===== config.mk =====
export PLATFORM = sky130hd
export DESIGN_NAME = data_mem_pipe
export DESIGN_NICKNAME = d
export VERILOG_FILES = /design/src/rtl/data_mem_pipe_pkg.sv /design/src/rtl/dmem_store_merge.sv /design/src/rtl/data_mem_pipe.sv
export SDC_FILE = /design/constraint.sdc
export NUM_CORES = 1
export LEC_CHECK = 0
export CAP_MARGIN = 20
export CORE_MARGIN = 2
export CORE_UTILIZATION = 33
export DETAILED_ROUTE_END_ITERATION = 8
export HOLD_SLACK_MARGIN = 0.05
export PLACE_DENSITY = 0.51
export SKIP_LAST_GASP = 1
export SYNTH_ARGS = -nofsm -noshare
export SYNTH_HDL_FRONTEND = slang
export SYNTH_SLANG_ARGS = --single-unit

===== constraint.sdc =====
create_clock -name clk -period 7.55 [get_ports clk]
set_input_delay 1.8875 -clock clk [delete_from_list [all_inputs] [get_ports clk]]
set_output_delay 1.8875 -clock clk [all_outputs]
set_load 0.05 [all_outputs]

===== src/rtl/data_mem_pipe_pkg.sv =====
// Shared encodings for data_mem_pipe: access sizes, init FSM states and the
// default fill value used by the init sequencer.
package data_mem_pipe_pkg;

  localparam logic [1:0] SZ_BYTE = 2'b00;
  localparam logic [1:0] SZ_HALF = 2'b01;
  localparam logic [1:0] SZ_WORD = 2'b10;
  localparam logic [1:0] SZ_RSVD = 2'b11;

  localparam logic [31:0] DEF_INIT_VAL = 32'h0000_000A;

  typedef enum logic {
    ST_INIT = 1'b0,
    ST_IDLE = 1'b1
  } state_e;

endpackage


===== src/rtl/dmem_store_merge.sv =====
// Combinational lane steering: turns size/offset into a byte-enable mask and
// shifts right-justified store data onto the addressed byte lanes.
module dmem_store_merge
  import data_mem_pipe_pkg::*;
#(
  parameter int DATA_W = 32
) (
  input  logic [1:0]          size_i,
  input  logic [1:0]          offset_i,
  input  logic [DATA_W-1:0]   wdata_i,
  output logic [DATA_W/8-1:0] be_o,
  output logic [DATA_W-1:0]   wlane_o
);

  localparam int NB = DATA_W / 8;

  always_comb begin
    be_o = '0;
    case (size_i)
      SZ_BYTE: be_o = NB'(1) << offset_i;
      SZ_HALF: be_o = NB'(3) << offset_i;
      SZ_WORD: be_o = '1;
      default: be_o = '0;
    endcase
  end

  assign wlane_o = wdata_i << {offset_i, 3'b000};

endmodule


===== src/rtl/data_mem_pipe.sv =====
// MEM-stage data memory: registered byte/half/word access with valid/ready and a
// post-reset init sequencer. Define DATA_MEM_PIPE_PARITY_EN for per-byte parity.
module data_mem_pipe
  import data_mem_pipe_pkg::*;
#(
  parameter int                DATA_W   = 32,
  parameter int                DEPTH    = 32,
  parameter logic [DATA_W-1:0] INIT_VAL = DATA_W'(DEF_INIT_VAL)
) (
  input  logic              clk,
  input  logic              reset,
  input  logic              req_valid,
  output logic              req_ready,
  input  logic              req_we,
  input  logic [31:0]       req_addr,
  input  logic [1:0]        req_size,
  input  logic              req_signed,
  input  logic [DATA_W-1:0] req_wdata,
  output logic              rsp_valid,
  output logic [DATA_W-1:0] rsp_rdata,
  output logic              rsp_err,
  output logic              init_busy,
  output logic              parity_err
);

  localparam int NB = DATA_W / 8;
  localparam int AW = $clog2(DEPTH);

  // Handshake: a request is taken on any rising edge where req_valid && req_ready;
  // exactly one rsp_valid pulse follows on the next cycle, never stalled.

  state_e          state_q, state_d;
  logic [AW-1:0]   cnt_q, cnt_d;
  logic            init_we;
  logic [DATA_W-1:0] mem_q [DEPTH];

  always_ff @(posedge clk or negedge reset) begin
    if (!reset) begin
      state_q <= ST_INIT;
      cnt_q   <= '0;
    end else begin
      state_q <= state_d;
      cnt_q   <= cnt_d;
    end
  end

  always_comb begin
    state_d = state_q;
    cnt_d   = cnt_q;
    init_we = 1'b0;
    case (state_q)
      ST_INIT: begin
        init_we = 1'b1;
        cnt_d   = cnt_q + AW'(1);
        if (cnt_q == AW'(DEPTH - 1)) state_d = ST_IDLE;
      end
      ST_IDLE: state_d = ST_IDLE;
      default: state_d = ST_INIT;
    endcase
  end

  assign req_ready = (state_q == ST_IDLE);
  assign init_busy = (state_q == ST_INIT);

  logic          accept;
  logic [AW-1:0] idx;
  logic [1:0]    off;
  logic          range_err, align_err, req_err;

  assign accept    = req_valid && req_ready;
  assign idx       = req_addr[AW+1:2];
  assign off       = req_addr[1:0];
  assign range_err = (req_addr >> (AW + 2)) != 32'd0;
  assign align_err = ((req_size == SZ_HALF) && off[0]) ||
                     ((req_size == SZ_WORD) && (off != 2'b00));
  assign req_err   = range_err || align_err || (req_size == SZ_RSVD);

  logic [NB-1:0]     be;
  logic [DATA_W-1:0] wlane;

  dmem_store_merge #(.DATA_W(DATA_W)) u_merge (
    .size_i  (req_size),
    .offset_i(off),
    .wdata_i (req_wdata),
    .be_o    (be),
    .wlane_o (wlane)
  );

  // Store lands at the accept edge so a load on the next cycle sees it.
  always_ff @(posedge clk) begin
    if (init_we) begin
      mem_q[cnt_q] <= INIT_VAL;
    end else if (accept && req_we && !req_err) begin
      for (int b = 0; b < NB; b++) begin
        if (be[b]) mem_q[idx][b*8 +: 8] <= wlane[b*8 +: 8];
      end
    end
  end

  // Load extract mirrors the store steering: mask by the same enables, shift down.
  logic [DATA_W-1:0] rword, rmask, rsel, ld_ext, ld_data;

  assign rword = mem_q[idx];

  always_comb begin
    rmask = '0;
    for (int b = 0; b < NB; b++) rmask[b*8 +: 8] = {8{be[b]}};
  end

  assign rsel = (rword & rmask) >> {off, 3'b000};

  always_comb begin
    ld_ext = rsel;
    if (req_signed) begin
      case (req_size)
        SZ_BYTE: ld_ext = {{(DATA_W-8){rsel[7]}}, rsel[7:0]};
        SZ_HALF: ld_ext = {{(DATA_W-16){rsel[15]}}, rsel[15:0]};
        default: ld_ext = rsel;
      endcase
    end
  end

  assign ld_data = (req_we || req_err) ? '0 : ld_ext;

  logic par_bad;

`ifdef DATA_MEM_PIPE_PARITY_EN
  logic [NB-1:0] par_q [DEPTH];

  function automatic logic [NB-1:0] byte_par(input logic [DATA_W-1:0] w);
    logic [NB-1:0] p;
    for (int b = 0; b < NB; b++) p[b] = ^w[b*8 +: 8];
    return p;
  endfunction

  always_ff @(posedge clk) begin
    if (init_we) begin
      par_q[cnt_q] <= byte_par(INIT_VAL);
    end else if (accept && req_we && !req_err) begin
      for (int b = 0; b < NB; b++) begin
        if (be[b]) par_q[idx][b] <= ^wlane[b*8 +: 8];
      end
    end
  end

  assign par_bad = accept && !req_we && !req_err && (byte_par(rword) != par_q[idx]);
`else
  assign par_bad = 1'b0;
`endif

  logic              rsp_valid_q, rsp_err_q, par_err_q;
  logic [DATA_W-1:0] rsp_rdata_q;

  always_ff @(posedge clk or negedge reset) begin
    if (!reset) begin
      rsp_valid_q <= 1'b0;
      rsp_err_q   <= 1'b0;
      rsp_rdata_q <= '0;
      par_err_q   <= 1'b0;
    end else begin
      rsp_valid_q <= accept;
      rsp_err_q   <= accept && req_err;
      rsp_rdata_q <= accept ? ld_data : '0;
      par_err_q   <= par_bad;
    end
  end

  assign rsp_valid  = rsp_valid_q;
  assign rsp_err    = rsp_err_q;
  assign rsp_rdata  = rsp_rdata_q;
  assign parity_err = par_err_q;

endmodule


==> results of run 1 <==
## flip-flops by register name, indices dropped and copies added (netlist names)
name and flops:
cnt_q 5, rsp_valid 1, mem_q 1024, req_ready 1
rsp_rdata 32, rsp_err 1
## placed cells by master, fill, tap and decap left out, types with 21 or more instances in the layout
cell type	count
o22ai_1	31
nor2_1	166
edfxtp_1	1024
clkinv_1	21
mux2i_1	43
dfrtp_1	40
clkdlybuf4s50_1	98
mux4_2	265
a21oi_1	31
nand2_1	183
clkbuf_16	115
clkbuf_1	30
buf_4	122
## layout make-up
class / count / area, um^2 / area share [%]
Tap cell: 1662 / 2079 / 4.183
Inverter: 16 / 61.31 / 0.1233
Clock inverter: 56 / 541.8 / 1.090
Timing Repair Buffer: 231 / 2029 / 4.082
Antenna cell: 6 / 15.01 / 0.03020
Sequential cell: 1064 / 31750 / 63.87
Clock buffer: 147 / 3018 / 6.071
Multi-Input combinational cell: 987 / 10220 / 20.55
## through the flow
stage          utilization (%)  hold slack [ns]  instance area [um^2]
6_report                 38.88           0.6431                 49710
3_5_place_dp             36.09           0.6197                 46140
5_1_grt                  38.87           0.6558                 49700
2_1_floorplan                -           0.5284                 42580
3_3_place_gp             36.07           0.5925                 46110
4_1_cts                  38.87           0.6309                 49700
## worst max path at each step
stage	from	end	slack (ns)	cells past startpoint
finish	req_addr[24]	mem_q[25][17]	1.95	10
global route	req_addr[24]	mem_q[24][21]	1.77	10
CTS	req_addr[24]	mem_q[25][22]	2.01	10
detailed placement	req_addr[24]	mem_q[25][16]	1.28	10
global placement	req_addr[24]	mem_q[25][21]	1.48	10
floorplan	req_addr[27]	mem_q[0][29]	2.28	7
## per-layer routing
layer  part of all wire (%)  routed length (um)  vias up
met5                 0.0068                   8        -
met4                    2.2                2651        2
met3                    8.5               10040      148
met2                     44               52050     1004
met1                     45               53560    11825
li1                       -                   -     9352
## synthesized netlist by cell type (7+ instances only)
cell         n  share of area (%)
a21oi_1     34               0.40
a22oi_1      7               0.12
nand2_1    184                1.6
mux2_2       8               0.21
dfrtp_1     40                2.4
o31ai_1      9               0.16
nand2b_1    19               0.28
nor3_1      19               0.22
a22o_1       9               0.19
nor4_1       8               0.12
a221o_1     15               0.35
or3_1       10               0.15
o22ai_1     31               0.46
o21a_1      11               0.19
a221oi_1     9               0.19
and2_1       9               0.13
mux4_2     265                 14
buf_6        8               0.21
inv_1       11              0.097
edfxtp_1  1024                 72
mux2i_1     43                1.0
nor2_1     182                1.6
buf_4       33               0.58
buf_2       30               0.35
o21ai_0      9               0.11
clkbuf_1    40               0.35
buf_1       12               0.11
nor2b_1     16               0.24
a211oi_1    19               0.34
## power breakdown
part / switching [mW] / internal (mW) / leakage (nW)
Sequential: 0.000193 / 6.37 / 11.9
Combinational: 0.242 / 0.148 / 4.37
Clock: 2.25 / 3.11 / 1.71
Total: 2.49 / 9.63 / 18.0
## cell families after synthesis
logic type,after synthesis,synth area share (%)
compound gates,190,3.327
xor+xnor,3,0.06172
fa+ha+maj,2,0.05876
buf+inv,141,1.816
flops,1064,74.57
mux,318,15.35
other cells,1,0.008807
simple gates,473,4.805
## worst reg2reg max path: stages, from the launching register on
cell,delay (ns)
dfrtp_1,0.87
nand2_1,0.47
nor4_4,0.60
nand2_2,0.25
buf_4,0.34
nor3_1,0.24
a31oi_2,0.17
buf_4,0.32
nor2_1,0.63
==> metrics.csv, run 1 <==
metric,value,unit
skew,0.02184,ns
cp_slowest_stage_delay,0.74,ns
crit_path_start_kind,input pin,
via_count,22331,
synthCells,2192,
min_period,5.605,ns
worstSkewPairLatency,0.69,ns
placed_cells,3960,
drt_iter0_markers,2535,
drv_cap,0,
drive_above_1_share,24.39,%
avgSynthCellArea,19.42,um^2
grt_pass1_vias,22810,
grt_pass1_wl,168600,um
finalSetupViolCount,0,
wirelength,118300,um
dieArea,131900,um^2
crit_family,simple AND/OR/NAND/NOR gates,
ys_seq_area_share,74.57,%
htree_levels,3,
required,7.86,ns
dr.pass1.iters,5,
coreArea,127800,um^2
timing.critical_path.fanout_max,28,
grt-ovfl-total,0,
reg2reg_depth,8,
numCtsBuffers,110,
async_reset_ff_share,3.759,%
p_total,12.12,mW
ys_types,68,
fillCellCount,11523,
place_congestion,0.8686,
reg2reg_to,mem_q[25][17],
post-place-ws,1.285,ns
cts_tree,yes,
post_drt_via_cell_ratio,5.356,
final_cell_count_no_fill,4169,
io-pin-count,108,
drcViolationCount,0,
synth_flop_cell,edfxtp_1,
die_y,363.2,um
yosysWarningCount,0,
arrival,5.91,ns
nNetsFinal,2483,
use_met1,26.42,%
grtUsageMet2,26.25,%
port_buffers,106,
synth_enable_flop_cells,1024,
grt_max_degree,79,
die_w,363.2,um
path_buf_inv,3,
tightest_slew,1.004,ns
synth.net_count,2265,
hold_start,cnt_q[3],
clk_path_buf_depth,3,
ff2ff_setup_slack,3.30,ns
met3_usage,4.030,%
endpoint_kind,flip-flop,
status,"complete, no violations",
post_cts_resized,0,
worstHoldEndpoint,cnt_q[3],
tns,0,ns
post-cts-setup-buffers,0,
powerDensity,243.8,nW/um^2
holdBufCountCts,0,
dp_hpwl,78710,um
timing.fmax,178.4,MHz
grt_usage,17.80,%
slew_headroom,32.79,%
antenna_found_initial,8,
rr_startpoint,req_ready,
wl_per_cell,28.38,um
ys_ff_latch,1064,
rows,131,
synth_area,42580,um^2
worstHoldPathType,flip-flop to flip-flop,
cts.sinks,1064,
slew_violations,0,
crit_type,input pin to flip-flop,
worst_slack,1.945,ns
rsz0062_at_grt,false,
ant_nets,0,
cp_slowest_cell,nor3_1,
worstHoldPathCells,1,
cts_root_buf,clkbuf_16,
synthToLayoutAreaGrowth,16.75,%
initial_utilization,33.30,%
fin_crit_sh,74.24,%
path_clk_slew,0.06,ns
critical_path.cell_chain,clkdlybuf4s50_1 > nor3_1 > o211ai_1 > nor4_4 > nand2_2 > buf_4 > nor3_1 > a31oi_2 > buf_4 > nor2_1,
leakagePower,18.01,nW
vdd_drop_max,0.0002058,V
finalHoldViolCount,0,
top_usage_layer,met1,
Note: power is estimated with default switching activity, not from simulation.
==> run 2, diff against run 1 <==
Settings changed: PLACE_DENSITY 0.51 to 0.53.
Clock period 7.55 ns to 4.9 ns, I/O delays scaled along.
==> run 2 against run 1 <==
Against the previous run: cell count is 2.0% higher; register-to-register slack worse by 1.8 ns; die area stayed put; combinational power is 58% higher; clock power is 50% higher; critical path type unchanged.
==> metrics.csv, run 2 (synthesized netlist as in run 1, its figures left out) <==
metric,value,unit
status,"complete, no violations",
critical_path.cell_chain,clkdlybuf4s50_1 > nor4_1 > buf_4 > nand3_1 > nor4_4 > buf_4 > nand2b_1 > buf_4 > clkinv_1 > nand2_1 > o41ai_1 > buf_4,
drt_iter0_markers,2716,
grt_usage,17.39,%
layout_commonest_cell,edfxtp_1,
place_congestion,0.9348,
place_area,46850,um^2
final_cell_mix,"1024 x edfxtp_1, 265 x mux4_2, 208 x buf_4, 183 x nand2_1, 166 x nor2_1",
skew,0.03638,ns
antenna_found_initial,8,
ant_nets,0,
largest_reg_flops,1024,
coreArea,127800,um^2
drive_above_1_share,26.92,%
fin_crit_sh,95.71,%
finalHoldViolCount,0,
die_y,363.2,um
dr.pass1.iters,7,
rsz0062_at_grt,false,
cp_slowest_stage_delay,0.96,ns
worstHoldPathType,input pin to asynchronous set/reset pin,
crit_path_start_kind,input pin,
largest-register,mem_q,
cts_tree,yes,
cts_root_buf,clkbuf_16,
numCtsBuffers,106,
htree_levels,3,
cp_slowest_cell,nor4_1,
via_count,22493,
endpoint_kind,flip-flop,
wl_per_cell,27.15,um
cts.sinks,1064,
synthToLayoutAreaGrowth,18.26,%
vdd_drop_max,0.0002738,V
dp_hpwl,77700,um
grt_max_degree,65,
multi_input_area,10210,um^2
grt_pass1_wl,165800,um
arrival,5.33,ns
slew_violations,0,
grt-ovfl-total,0,
dieArea,131900,um^2
design_area,50350,um^2
post_cts_resized,0,
regArea,31750,um^2
slew_headroom,19.76,%
hold_slack,0.4040,ns
post-cts-setup-buffers,0,
timing.critical_path.fanout_max,9,
nNetsFinal,2570,
crit_type,input pin to flip-flop,
rows,131,
post_drt_via_cell_ratio,5.289,
leakagePower,18.47,nW
powerDensity,366.4,nW/um^2
path_clk_slew,0.06,ns
required,5.54,ns
min_period,4.690,ns
io-pin-count,108,
worstSkewPairLatency,0.71,ns
tightest_slew,1.204,ns
p_total,18.45,mW
path_common_cell,buf_4,
port_buffers,106,
drv_cap,0,
drcViolationCount,0,
grt_pass1_vias,22808,
initial_utilization,33.30,%
clk_path_buf_depth,3,
fillCellCount,11481,
finalSetupViolCount,0,
wirelength,115500,um
die_w,363.2,um
holdBufCountCts,0,
timing.fmax,213.2,MHz
==> run 2: cell types whose count changed in the layout (fill, tap and decap cells not counted), sizes merged <==
cell      change
clkinvlp      -5
clkbuf        -8
inv           +2
diode         -4
buf          +91
clkinv       +10
bufinv        -2
==> run 2: per-layer routing <==
layer	up-vias	routed length, um	GRT usage, %
met1	11907	51410	25.73
met4	2	2154	4.060
met5	-	13	0
li1	9521	-	-
met3	157	9633	3.549
met2	906	52240	26.39
==> run 2: area by class of cell <==
type | instances | area share [%]
Clock inverter | 61 | 1.131
Sequential cell | 1064 | 63.05
Clock buffer | 139 | 5.720
Tap cell | 1662 | 4.130
Inverter | 16 | 0.1218
Timing Repair Buffer | 322 | 5.561
Multi-Input combinational cell | 987 | 20.27
Antenna cell | 2 | 0.009939
==> run 2: final timing paths <==
| kind | startpoint | cells past startpoint | endpoint | slack, ns |
|---|---|---|---|---|
| worst max-delay path | req_addr[13] | 12 | rsp_rdata[31] | 0.21 |
| worst min-delay path | reset | 1 | rsp_rdata[2] | 0.40 |
| worst max register to register | req_ready | 9 | rsp_rdata[31] | 1.51 |
| worst min register to register | cnt_q[0] | 1 | cnt_q[0] | 0.64 |
| max in group asynchronous | reset | 2 | rsp_rdata[25] | 3.98 |
| min in group clk | cnt_q[0] | 1 | cnt_q[0] | 0.64 |
==> run 2: power breakdown <==
part | switching [mW] | internal, mW
clock network | 3.49 | 4.53
logic | 0.374 | 0.242
registers | 0.000479 | 9.82
==> run 2: critical path, delay by kind of cell <==
| kind | cells | cell delay, ns |
|---|---|---|
| AND/OR/NAND/NOR | 5 | 1.83 |
| buffers and inverters | 6 | 1.55 |
| AO/OA/AOI/OAI | 1 | 0.71 |
==> run 2: per-stage QoR <==
step	utilization, %	TNS [ns]	setup WS, ns	instances
after global placement	36.65	-92.08	-0.3456	4049
after global routing	39.38	0	0.2364	4251
after CTS	39.35	0	0.4311	4249
after detailed placement	36.65	-69.01	-0.3217	4049
final	39.39	0	0.2100	4253
after floorplan	-	0	0.2922	2192
